===== config.mk =====
export PLATFORM = sky130hd
export DESIGN_NAME = seed_stream_reader
export DESIGN_NICKNAME = d
export VERILOG_FILES = /design/src/rtl/seed_stream_reader.sv
export SDC_FILE = /design/constraint.sdc
export NUM_CORES = 1
export LEC_CHECK = 0
export ABC_AREA = 1
export BUFFER_PORTS_ARGS = -buffer_cell sky130_fd_sc_hd__clkbuf_2
export CAP_MARGIN = 30
export CORE_ASPECT_RATIO = 0.5
export CORE_MARGIN = 3
export CORE_UTILIZATION = 58
export CTS_CLUSTER_SIZE = 10
export DETAILED_ROUTE_END_ITERATION = 10
export GPL_ROUTABILITY_DRIVEN = 0
export PLACE_DENSITY = 0.95
export SLEW_MARGIN = 10
export SYNTH_ARGS = -nofsm -noshare
export SYNTH_HDL_FRONTEND = slang
export SYNTH_SLANG_ARGS = --single-unit

===== constraint.sdc =====
create_clock -name clk -period 8.2 [get_ports clk]
set_clock_uncertainty 0.1 [all_clocks]
set_input_delay 1.64 -clock clk [delete_from_list [all_inputs] [get_ports clk]]
set_output_delay 1.64 -clock clk [all_outputs]
set_load 0.005 [all_outputs]

===== src/rtl/seed_stream_reader.sv =====
// Streams the expanded WOTS secret seeds out of the seed memory in address order.
// A 2-entry prefetch FIFO hides the one-cycle read latency and downstream backpressure.
module seed_stream_reader #(
   parameter int SEED_NUM = 67,
   parameter int KEY_LEN  = 256,
   parameter int ADDR_W   = (SEED_NUM > 1) ? $clog2(SEED_NUM) : 1
) (
   input  logic               clk,
   input  logic               reset,
   input  logic               start,
   output logic               busy,
   output logic               done,
   output logic               seed_mem_rd_en,
   output logic [ADDR_W-1:0]  seed_mem_rd_addr,
   input  logic [KEY_LEN-1:0] seed_mem_rd_data,
   output logic [KEY_LEN-1:0] seed_out,
   output logic [ADDR_W-1:0]  seed_out_index,
   output logic               seed_out_valid,
   input  logic               seed_out_ready
);

   typedef enum logic [1:0] {
      IDLE   = 2'd0,
      STREAM = 2'd1,
      FINISH = 2'd2
   } state_t;

   // One extra bit so SEED_NUM equal to a power of two does not wrap.
   localparam logic [ADDR_W:0] SEED_CNT = (ADDR_W + 1)'(SEED_NUM);
   localparam logic [ADDR_W:0] LAST_IDX = (ADDR_W + 1)'(SEED_NUM - 1);
   localparam logic [ADDR_W:0] CNT_ONE  = (ADDR_W + 1)'(1);

   state_t              state;
   logic [ADDR_W:0]     issue_cnt;
   logic [ADDR_W:0]     accept_cnt;
   logic                inflight;
   logic [ADDR_W-1:0]   inflight_addr;
   logic [ADDR_W-1:0]   last_addr;
   logic [KEY_LEN-1:0]  tail_data;
   logic [ADDR_W-1:0]   tail_index;
   logic                tail_valid;
   logic                pop;
   logic                push;
   logic [1:0]          fifo_count;
   logic [2:0]          occupancy;

   // Read credit: FIFO entries plus the in-flight read, less the entry leaving this cycle.
   always_comb begin
      pop        = seed_out_valid && seed_out_ready;
      push       = inflight;
      fifo_count = {1'b0, seed_out_valid} + {1'b0, tail_valid};
      occupancy  = {1'b0, fifo_count} + {2'b00, inflight} - {2'b00, pop};
      if ((state == STREAM) && (issue_cnt < SEED_CNT) && (occupancy < 3'd2)) begin
         seed_mem_rd_en = 1'b1;
      end else begin
         seed_mem_rd_en = 1'b0;
      end
      if (seed_mem_rd_en) begin
         seed_mem_rd_addr = issue_cnt[ADDR_W-1:0];
      end else begin
         seed_mem_rd_addr = last_addr;
      end
   end

   // Control FSM with registered busy/done.
   always_ff @(posedge clk) begin
      if (reset) begin
         state      <= IDLE;
         busy       <= 1'b0;
         done       <= 1'b0;
         issue_cnt  <= '0;
         accept_cnt <= '0;
      end else begin
         case (state)
            IDLE: begin
               done <= 1'b0;
               if (start) begin
                  state      <= STREAM;
                  busy       <= 1'b1;
                  issue_cnt  <= '0;
                  accept_cnt <= '0;
               end
            end
            STREAM: begin
               if (seed_mem_rd_en) begin
                  issue_cnt <= issue_cnt + CNT_ONE;
               end
               if (pop) begin
                  accept_cnt <= accept_cnt + CNT_ONE;
                  if (accept_cnt == LAST_IDX) begin
                     state <= FINISH;
                     busy  <= 1'b0;
                     done  <= 1'b1;
                  end
               end
            end
            FINISH: begin
               state <= IDLE;
               busy  <= 1'b0;
               done  <= 1'b0;
            end
            default: begin
               state <= IDLE;
               busy  <= 1'b0;
               done  <= 1'b0;
            end
         endcase
      end
   end

   // Track the outstanding read so its data can be tagged when it returns.
   always_ff @(posedge clk) begin
      if (reset) begin
         inflight      <= 1'b0;
         inflight_addr <= '0;
         last_addr     <= '0;
      end else begin
         inflight <= seed_mem_rd_en;
         if (seed_mem_rd_en) begin
            inflight_addr <= seed_mem_rd_addr;
            last_addr     <= seed_mem_rd_addr;
         end
      end
   end

   // Two-entry FIFO: the head registers drive the outputs directly.
   always_ff @(posedge clk) begin
      if (reset) begin
         seed_out       <= '0;
         seed_out_index <= '0;
         seed_out_valid <= 1'b0;
         tail_data      <= '0;
         tail_index     <= '0;
         tail_valid     <= 1'b0;
      end else if (pop) begin
         if (tail_valid) begin
            seed_out       <= tail_data;
            seed_out_index <= tail_index;
            seed_out_valid <= 1'b1;
            tail_valid     <= push;
            if (push) begin
               tail_data  <= seed_mem_rd_data;
               tail_index <= inflight_addr;
            end
         end else if (push) begin
            seed_out       <= seed_mem_rd_data;
            seed_out_index <= inflight_addr;
            seed_out_valid <= 1'b1;
         end else begin
            seed_out_valid <= 1'b0;
         end
      end else if (push) begin
         if (!seed_out_valid) begin
            seed_out       <= seed_mem_rd_data;
            seed_out_index <= inflight_addr;
            seed_out_valid <= 1'b1;
         end else begin
            tail_data  <= seed_mem_rd_data;
            tail_index <= inflight_addr;
            tail_valid <= 1'b1;
         end
      end else begin
         seed_out_valid <= seed_out_valid;
      end
   end

   seed_stream_reader_checks u_checks (
      .clk        (clk),
      .reset      (reset),
      .push       (push),
      .pop        (pop),
      .fifo_count (fifo_count)
   );

endmodule

// Simulation-only guard: a push into a full FIFO without a pop is a credit bug.
module seed_stream_reader_checks (
   input logic       clk,
   input logic       reset,
   input logic       push,
   input logic       pop,
   input logic [1:0] fifo_count
);

   a_no_overflow: assert property (@(posedge clk) disable iff (reset)
      !(push && !pop && (fifo_count == 2'd2)))
      else $error("seed_stream_reader: prefetch FIFO overflow");

endmodule


==> flow_summary.toml, run 1 <==
[logic_synthesis]
synth_top_area_cell = "sky130_fd_sc_hd__dfxtp_1"
yosys.cell_count.top_type = "sky130_fd_sc_hd__o21ai_0"
synth-edff-count = 0
yosys_warnings = 0
post-synth-top-area-fraction_pct = 50.1
yosys_register_bits = 555
syn-cell-area_um2 = 22200
synthTopCellsByArea = "sky130_fd_sc_hd__dfxtp_1 50%, sky130_fd_sc_hd__o21ai_0 17%, sky130_fd_sc_hd__a31oi_1 7.2%"
synthesis.nets = 3111
post_synth_num_cell_types = 29
synthesis.area_per_instance_um2 = 7.79
synth_commonest_cells = "758 x sky130_fd_sc_hd__o21ai_0, 555 x sky130_fd_sc_hd__dfxtp_1, 300 x sky130_fd_sc_hd__inv_1"
synth.yosys.seq_area_share_pct = 50.1
synth_ff_type = "sky130_fd_sc_hd__dfxtp_1"
async_set_or_reset_flop_fraction_in_the_synthesized_netlist_pct = 0
syn-instance-count = 2845

[sta]
timing.final.hold_violations = 0
setup_total_negative_slack_ns = 0
rsz0062_at_grt = "no"
slew_headroom_pct = -3.52
setup_viol = 0
tightestPinTransition_ns = 1.55
min_period_ns = 5.53
worst_hold_slack_ns = 0.343
final.period_utilization_pct = 67.4
timing_max_transition_violations_final = 89
max_freq_ghz = 0.181

[clock_network]
cts.htree.levels = 2
ctsHoldBuffers = 0
cts_tree = "done"
cts-resized-gates = 0
worst_setup_hold_path_clk_slew_ns = 0.05
postCtsSetupRepairBufs = 0
cts_made_buffers = 61
root_buf_cell = "sky130_fd_sc_hd__clkbuf_16"
clk_path_buf_depth = 3
tritoncts_num_sinks = 555
worstSkewPairLatency_ns = 0.59

[grt]
grt_antenna_before_repair = 7
gr-usage-all-layers_pct = 29.7
grt_first_pass_wirelength_um = 100000
grt_pass1_vias = 20000
grt_max_degree = 349
grt_overflow_total = 0

[finish]
stdcell_area_um2 = 26000
filler_cell_count = 2705
finish.cell_count_without_fillers = 3694
nets = 3461
post_route_cells_drive_above_1_share_pct = 19.5
flow.area_growth_from_synthesis_pct = 17.6
utilization_pct = 70.8

[die]
die_width_um = 282
chipHeight_um = 144
floorplan.io_pins = 534
die-area_um2 = 40700
initial_utilization_pct = 60.2
coreArea_um2 = 36800
rows = 49

[power_and_ir_drop]
power_leakage_uw = 0.00999
p_per_area_nw_per_um2 = 220
irDropWorstVdd_mv = 0.159

[routing]
avgViaCountPerCell = 5.95
postRouteAntennaNets = 0
drt_pre_antenna_iters = 6
drtIter0Drc = 2447
vias = 22000
totalWireLength_um = 64600
remaining_drc_errors = 0
wl_per_cell_um = 17.5

[setup_path]
crit_path_end_kind = "output pin"
worst-setup-path-type = "input pin to output pin"
critical_path.startpoint_type = "input pin"
cp_data_arrival_time_ns = 3.79
required_ns = 6.46
path_max_fanout = 23

[status]
violations = "slew limit"
outcome = "complete, but fails checks"

[placed_design]
portBuffers = 533
place_hpwl_um = 39700
placed_cells = 3613
place_area_um2 = 24300

[run]
drv.max_cap_violation_count = 0

[hold_path]
min_delay_path_class = "flip-flop to flip-flop"
layout by cell type (no fill, tap or decap):
cell	instances
sky130_fd_sc_hd__o21ai_0	758
sky130_fd_sc_hd__dfxtp_1	555
sky130_fd_sc_hd__clkbuf_2	533
sky130_fd_sc_hd__inv_1	300
sky130_fd_sc_hd__nand2_1	299
sky130_fd_sc_hd__a21oi_1	284
sky130_fd_sc_hd__a31oi_1	256
sky130_fd_sc_hd__clkbuf_16	62
sky130_fd_sc_hd__o21ai_1	47
sky130_fd_sc_hd__nor2_1	39
sky130_fd_sc_hd__nand3_1	14
sky130_fd_sc_hd__diode_2	11
sky130_fd_sc_hd__buf_4	10
sky130_fd_sc_hd__ha_1	6
sky130_fd_sc_hd__nor3_1	5
sky130_fd_sc_hd__nand4_1	4
sky130_fd_sc_hd__buf_12	4
sky130_fd_sc_hd__nor3b_1	3
sky130_fd_sc_hd__buf_16	3
sky130_fd_sc_hd__inv_6	2
sky130_fd_sc_hd__clkbuf_1	2
sky130_fd_sc_hd__nand2_8	1
sky130_fd_sc_hd__nor2_4	1
sky130_fd_sc_hd__inv_2	1
sky130_fd_sc_hd__nor3_4	1
sky130_fd_sc_hd__inv_8	1
sky130_fd_sc_hd__o211ai_4	1
sky130_fd_sc_hd__o21ai_2	1
sky130_fd_sc_hd__and3_1	1
sky130_fd_sc_hd__a211oi_1	1
sky130_fd_sc_hd__xor2_1	1
sky130_fd_sc_hd__or2_2	1
sky130_fd_sc_hd__clkinv_16	1
sky130_fd_sc_hd__clkinv_2	1
state kept, by name, indices dropped and copies added, names as in the netlist, 2 cells and up:
name	cells
accept_cnt	8
issue_cnt	8
last_addr	7
seed_out	256
seed_out_index	7
state	2
tail_data	256
tail_index	7
metal layers:
layer | part of all wire, % | vias up | routed length, µm | global-route usage [%]
met5 | 0 | - | 0 | 0
met4 | 8.1 | 0 | 5220 | 22.0
met3 | 6.9 | 349 | 4480 | 5.57
li1 | - | 10400 | - | -
met2 | 47 | 1078 | 30400 | 48.6
met1 | 38 | 10200 | 24400 | 35.6
logic make-up after synthesis:
| logic type | after synthesis | synth area share, % |
|---|---|---|
| flip-flops | 555 | 50.1 |
| AND/OR/NAND/NOR | 369 | 6.55 |
| XOR/XNOR | 1 | 0.0395 |
| AO/OA/AOI/OAI | 1348 | 32.0 |
| buffers and inverters | 566 | 11.0 |
| adder cells (fa/ha/maj) | 6 | 0.339 |
power breakdown:
part / internal, µW / switching, µW / total, µW / leakage (µW)
Sequential: 2810 / 66.8 / 2880 / 0.00449
Clock: 1320 / 1010 / 2340 / 0.000786
Combinational: 192 / 324 / 516 / 0.00472
worst max-delay path, stage by stage:
cell	delay, ns
sky130_fd_sc_hd__clkbuf_2	0.17
sky130_fd_sc_hd__nand2_8	0.10
sky130_fd_sc_hd__ha_1	0.30
sky130_fd_sc_hd__ha_1	0.27
sky130_fd_sc_hd__nand2_1	0.06
sky130_fd_sc_hd__nand3_1	0.08
sky130_fd_sc_hd__nand2_1	0.05
sky130_fd_sc_hd__nor2_1	0.08
sky130_fd_sc_hd__nand2_1	0.38
sky130_fd_sc_hd__o21ai_0	0.41
sky130_fd_sc_hd__inv_1	0.10
sky130_fd_sc_hd__clkbuf_2	0.13
stage by stage:
| step | setup WS [ns] | total power, µW |
|---|---|---|
| floorplan | 2.97 | 3200 |
| global placement | 2.07 | 3410 |
| detailed placement | 1.99 | 3430 |
| CTS | 1.96 | 5750 |
| global route | 2.47 | 5960 |
| finish | 2.67 | 5730 |
area by class of cell:
type | instances | area, µm² | share of cell area [%]
Sequential cell | 555 | 11100 | 42.7
Multi-Input combinational cell | 1724 | 8640 | 33.2
Timing Repair Buffer | 550 | 2910 | 11.2
Clock buffer | 64 | 1560 | 5.99
Inverter | 303 | 1150 | 4.41
Tap cell | 484 | 606 | 2.33
Clock inverter | 3 | 43.8 | 0.168
Antenna cell | 11 | 27.5 | 0.106
worst paths after layout:
| check | start | end | depth (start not counted) | slack (ns) |
|---|---|---|---|---|
| max | seed_out_ready | seed_mem_rd_addr[0] | 12 | 2.67 |
| min | tail_data[109] | tail_data[109] | 2 | 0.34 |
| max reg2reg | seed_out_valid | seed_out[124] | 7 | 4.95 |
| min reg2reg | tail_data[109] | tail_data[109] | 2 | 0.34 |
No activity file was read; power rests on OpenSTA's default activity.
==> inputs of run 2 (changes only) <==
--- a/config.mk
+++ b/config.mk
@@ -10,11 +10,11 @@
 export CAP_MARGIN = 30
 export CORE_ASPECT_RATIO = 0.5
 export CORE_MARGIN = 3
-export CORE_UTILIZATION = 58
+export CORE_UTILIZATION = 54
 export CTS_CLUSTER_SIZE = 10
 export DETAILED_ROUTE_END_ITERATION = 10
 export GPL_ROUTABILITY_DRIVEN = 0
-export PLACE_DENSITY = 0.95
+export PLACE_DENSITY = 0.91
 export SLEW_MARGIN = 10
 export SYNTH_ARGS = -nofsm -noshare
 export SYNTH_HDL_FRONTEND = slang
==> constraint.sdc (replaced) <==
create_clock -name clk -period 5.4 [get_ports clk]
set_clock_uncertainty 0.1 [all_clocks]
set_input_delay 1.08 -clock clk [delete_from_list [all_inputs] [get_ports clk]]
set_output_delay 1.08 -clock clk [all_outputs]
set_load 0.005 [all_outputs]
==> run 2 against run 1 <==
Core utilization is 4.8 points lower. The flow now finishes without violations. Largest cell class unchanged. Sequential power grew 52%. Worst setup slack got worse by 1.6 ns.
==> flow_summary.toml, run 2 (synthesis gave the netlist of run 1 again) <==
[status]
outcome = "completed"

[finish]
seq_area_um2 = 11100
nets = 3466
most-common-layout-cells = "758 x sky130_fd_sc_hd__o21ai_0, 555 x sky130_fd_sc_hd__dfxtp_1, 533 x sky130_fd_sc_hd__clkbuf_2"
finish.cell_count_without_fillers = 3737
filler_cell_count = 3173
flow.area_growth_from_synthesis_pct = 18.2
multi_input_comb_area_um2 = 8640
post_route_cells_drive_above_1_share_pct = 19.7
layout_commonest_cell = "sky130_fd_sc_hd__o21ai_0"
reg.largest.list = "seed_out: 256 flops, tail_data: 256 flops"

[sta]
final.period_utilization_pct = 80.9
tightestPinTransition_ns = 1.13
setup_total_negative_slack_ns = 0
timing_max_transition_violations_final = 0
rsz0062_at_grt = "no"
min_period_ns = 4.37
slew_headroom_pct = 24.6
timing.final.hold_violations = 0
setup_viol = 0
layout_setup_ws_ns = 1.03
max_freq_ghz = 0.229

[clock_network]
worstSkewPairLatency_ns = 0.59
clk_path_buf_depth = 3
cts.htree.levels = 2
cts_made_buffers = 61
cts_tree = "done"
cts-resized-gates = 0
worst_setup_hold_path_clk_slew_ns = 0.06
root_buf_cell = "sky130_fd_sc_hd__clkbuf_16"
postCtsSetupRepairBufs = 0
ctsHoldBuffers = 0
tritoncts_num_sinks = 555

[setup_path]
cpPeakStageDelay_ns = 0.43
cp_data_arrival_time_ns = 3.19
critical-path-slowest-cell = "sky130_fd_sc_hd__o21ai_0"
r2r_cells = 7
required_ns = 4.22
r2r-end = "tail_data[49]"
path_cells = "clkbuf_2 -> nand2_8 -> ha_1 -> ha_1 -> nand2_1 -> nand3_1 -> nand2_1 -> nor2_1 -> nand2_1 -> o21ai_0 -> inv_1 -> clkbuf_2"
setup.worst_path.start = "seed_out_ready"
path_buf_inv = 3
kind_of_cell_adding_the_most_delay_to_the_critical_path = "simple AND/OR/NAND/NOR gates"
critical_path.startpoint_type = "input pin"
critical_path.most_common_cell = "sky130_fd_sc_hd__nand2_1"
worst-setup-path-type = "input pin to output pin"
cp-endpoint = "seed_mem_rd_addr[5]"
crit_cells = 12
crit_path_end_kind = "output pin"
worst_r2r_startpoint = "tail_valid"
path_max_fanout = 23
timing.reg2reg.setup_slack_ns = 2.28

[die]
die_width_um = 292
initial_utilization_pct = 55.8
floorplan.io_pins = 534
rows = 51
coreArea_um2 = 39700
die-area_um2 = 43600
chipHeight_um = 149

[placed_design]
dpl_worst_slack_ns = 1.07
place_hpwl_um = 40000
placed_cells = 3666
portBuffers = 533

[routing]
wl_per_cell_um = 17.3
vias = 21600
totalWireLength_um = 64600
postRouteAntennaNets = 0
avgViaCountPerCell = 5.79
remaining_drc_errors = 0
drt_pre_antenna_iters = 6
drtIter0Drc = 2280

[hold_path]
min_delay_path_class = "flip-flop to flip-flop"

[grt]
grt_max_degree = 259
grt_first_pass_wirelength_um = 102000
grt_overflow_total = 0
gr-usage-all-layers_pct = 27.8
grt_pass1_vias = 19900
grt_antenna_before_repair = 4

[power_and_ir_drop]
power_leakage_uw = 0.0100
p_per_area_nw_per_um2 = 333
irDropWorstVdd_mv = 0.263

[run]
drv.max_cap_violation_count = 0
run 2: changes by cell type in the layout (fill, tap and decap cells not counted), sizes merged:
cell    delta
buf        +5
clkbuf     -1
diode      -7
run 2: per-stage QoR:
step / total power [µW] / area [µm²] / utilization (%) / hold WS, ns
floorplan: 4860 / 22200 / - / 0.324
global placement: 5190 / 24500 / 61.8 / 0.331
detailed placement: 5220 / 24500 / 61.8 / 0.334
CTS: 8770 / 26200 / 65.9 / 0.343
global route: 9050 / 26200 / 66.0 / 0.354
finish: 8730 / 26200 / 66.0 / 0.342
run 2: cell type report:
class / instances / area share, %
clock buffer: 63 / 5.98
clock inverter: 3 / 0.158
antenna: 4 / 0.0382
tap: 530 / 2.53
multi-input combinational: 1724 / 33.0
inverter: 303 / 4.39
timing repair buffer: 555 / 11.4
sequential: 555 / 42.4
run 2: worst min path at each step:
| stage | startpoint | to | slack, ns | cells after the start |
|---|---|---|---|---|
| 6_report | tail_data[88] | tail_data[88] | 0.34 | 2 |
| 5_1_grt | tail_data[43] | tail_data[43] | 0.35 | 2 |
| 4_1_cts | tail_data[102] | tail_data[102] | 0.34 | 2 |
| 3_5_place_dp | tail_data[102] | tail_data[102] | 0.33 | 2 |
| 3_3_place_gp | tail_data[144] | tail_data[144] | 0.33 | 2 |
| 2_1_floorplan | tail_data[0] | tail_data[0] | 0.32 | 2 |
run 2: power by group:
group | internal (µW) | total [µW] | switching (µW)
registers | 4270 | 4370 | 104
logic | 292 | 783 | 491
clock network | 2020 | 3570 | 1550
total | 6580 | 8720 | 2140
run 2: per-layer routing:
metal / routed length, µm / vias up / track usage [%]
met5: 0 / - / 0
li1: - / 10400 / -
met2: 32200 / 931 / 47.6
met4: 3500 / 0 / 15.2
met3: 3790 / 233 / 4.67
met1: 25200 / 10100 / 33.6
run 2: worst reg2reg max path: cells and delay by family (launching register included):
kind	cells	cell delay, ns
AO/OA/AOI/OAI	4	0.86
buffers and inverters	3	1.73
flip-flops	1	0.37
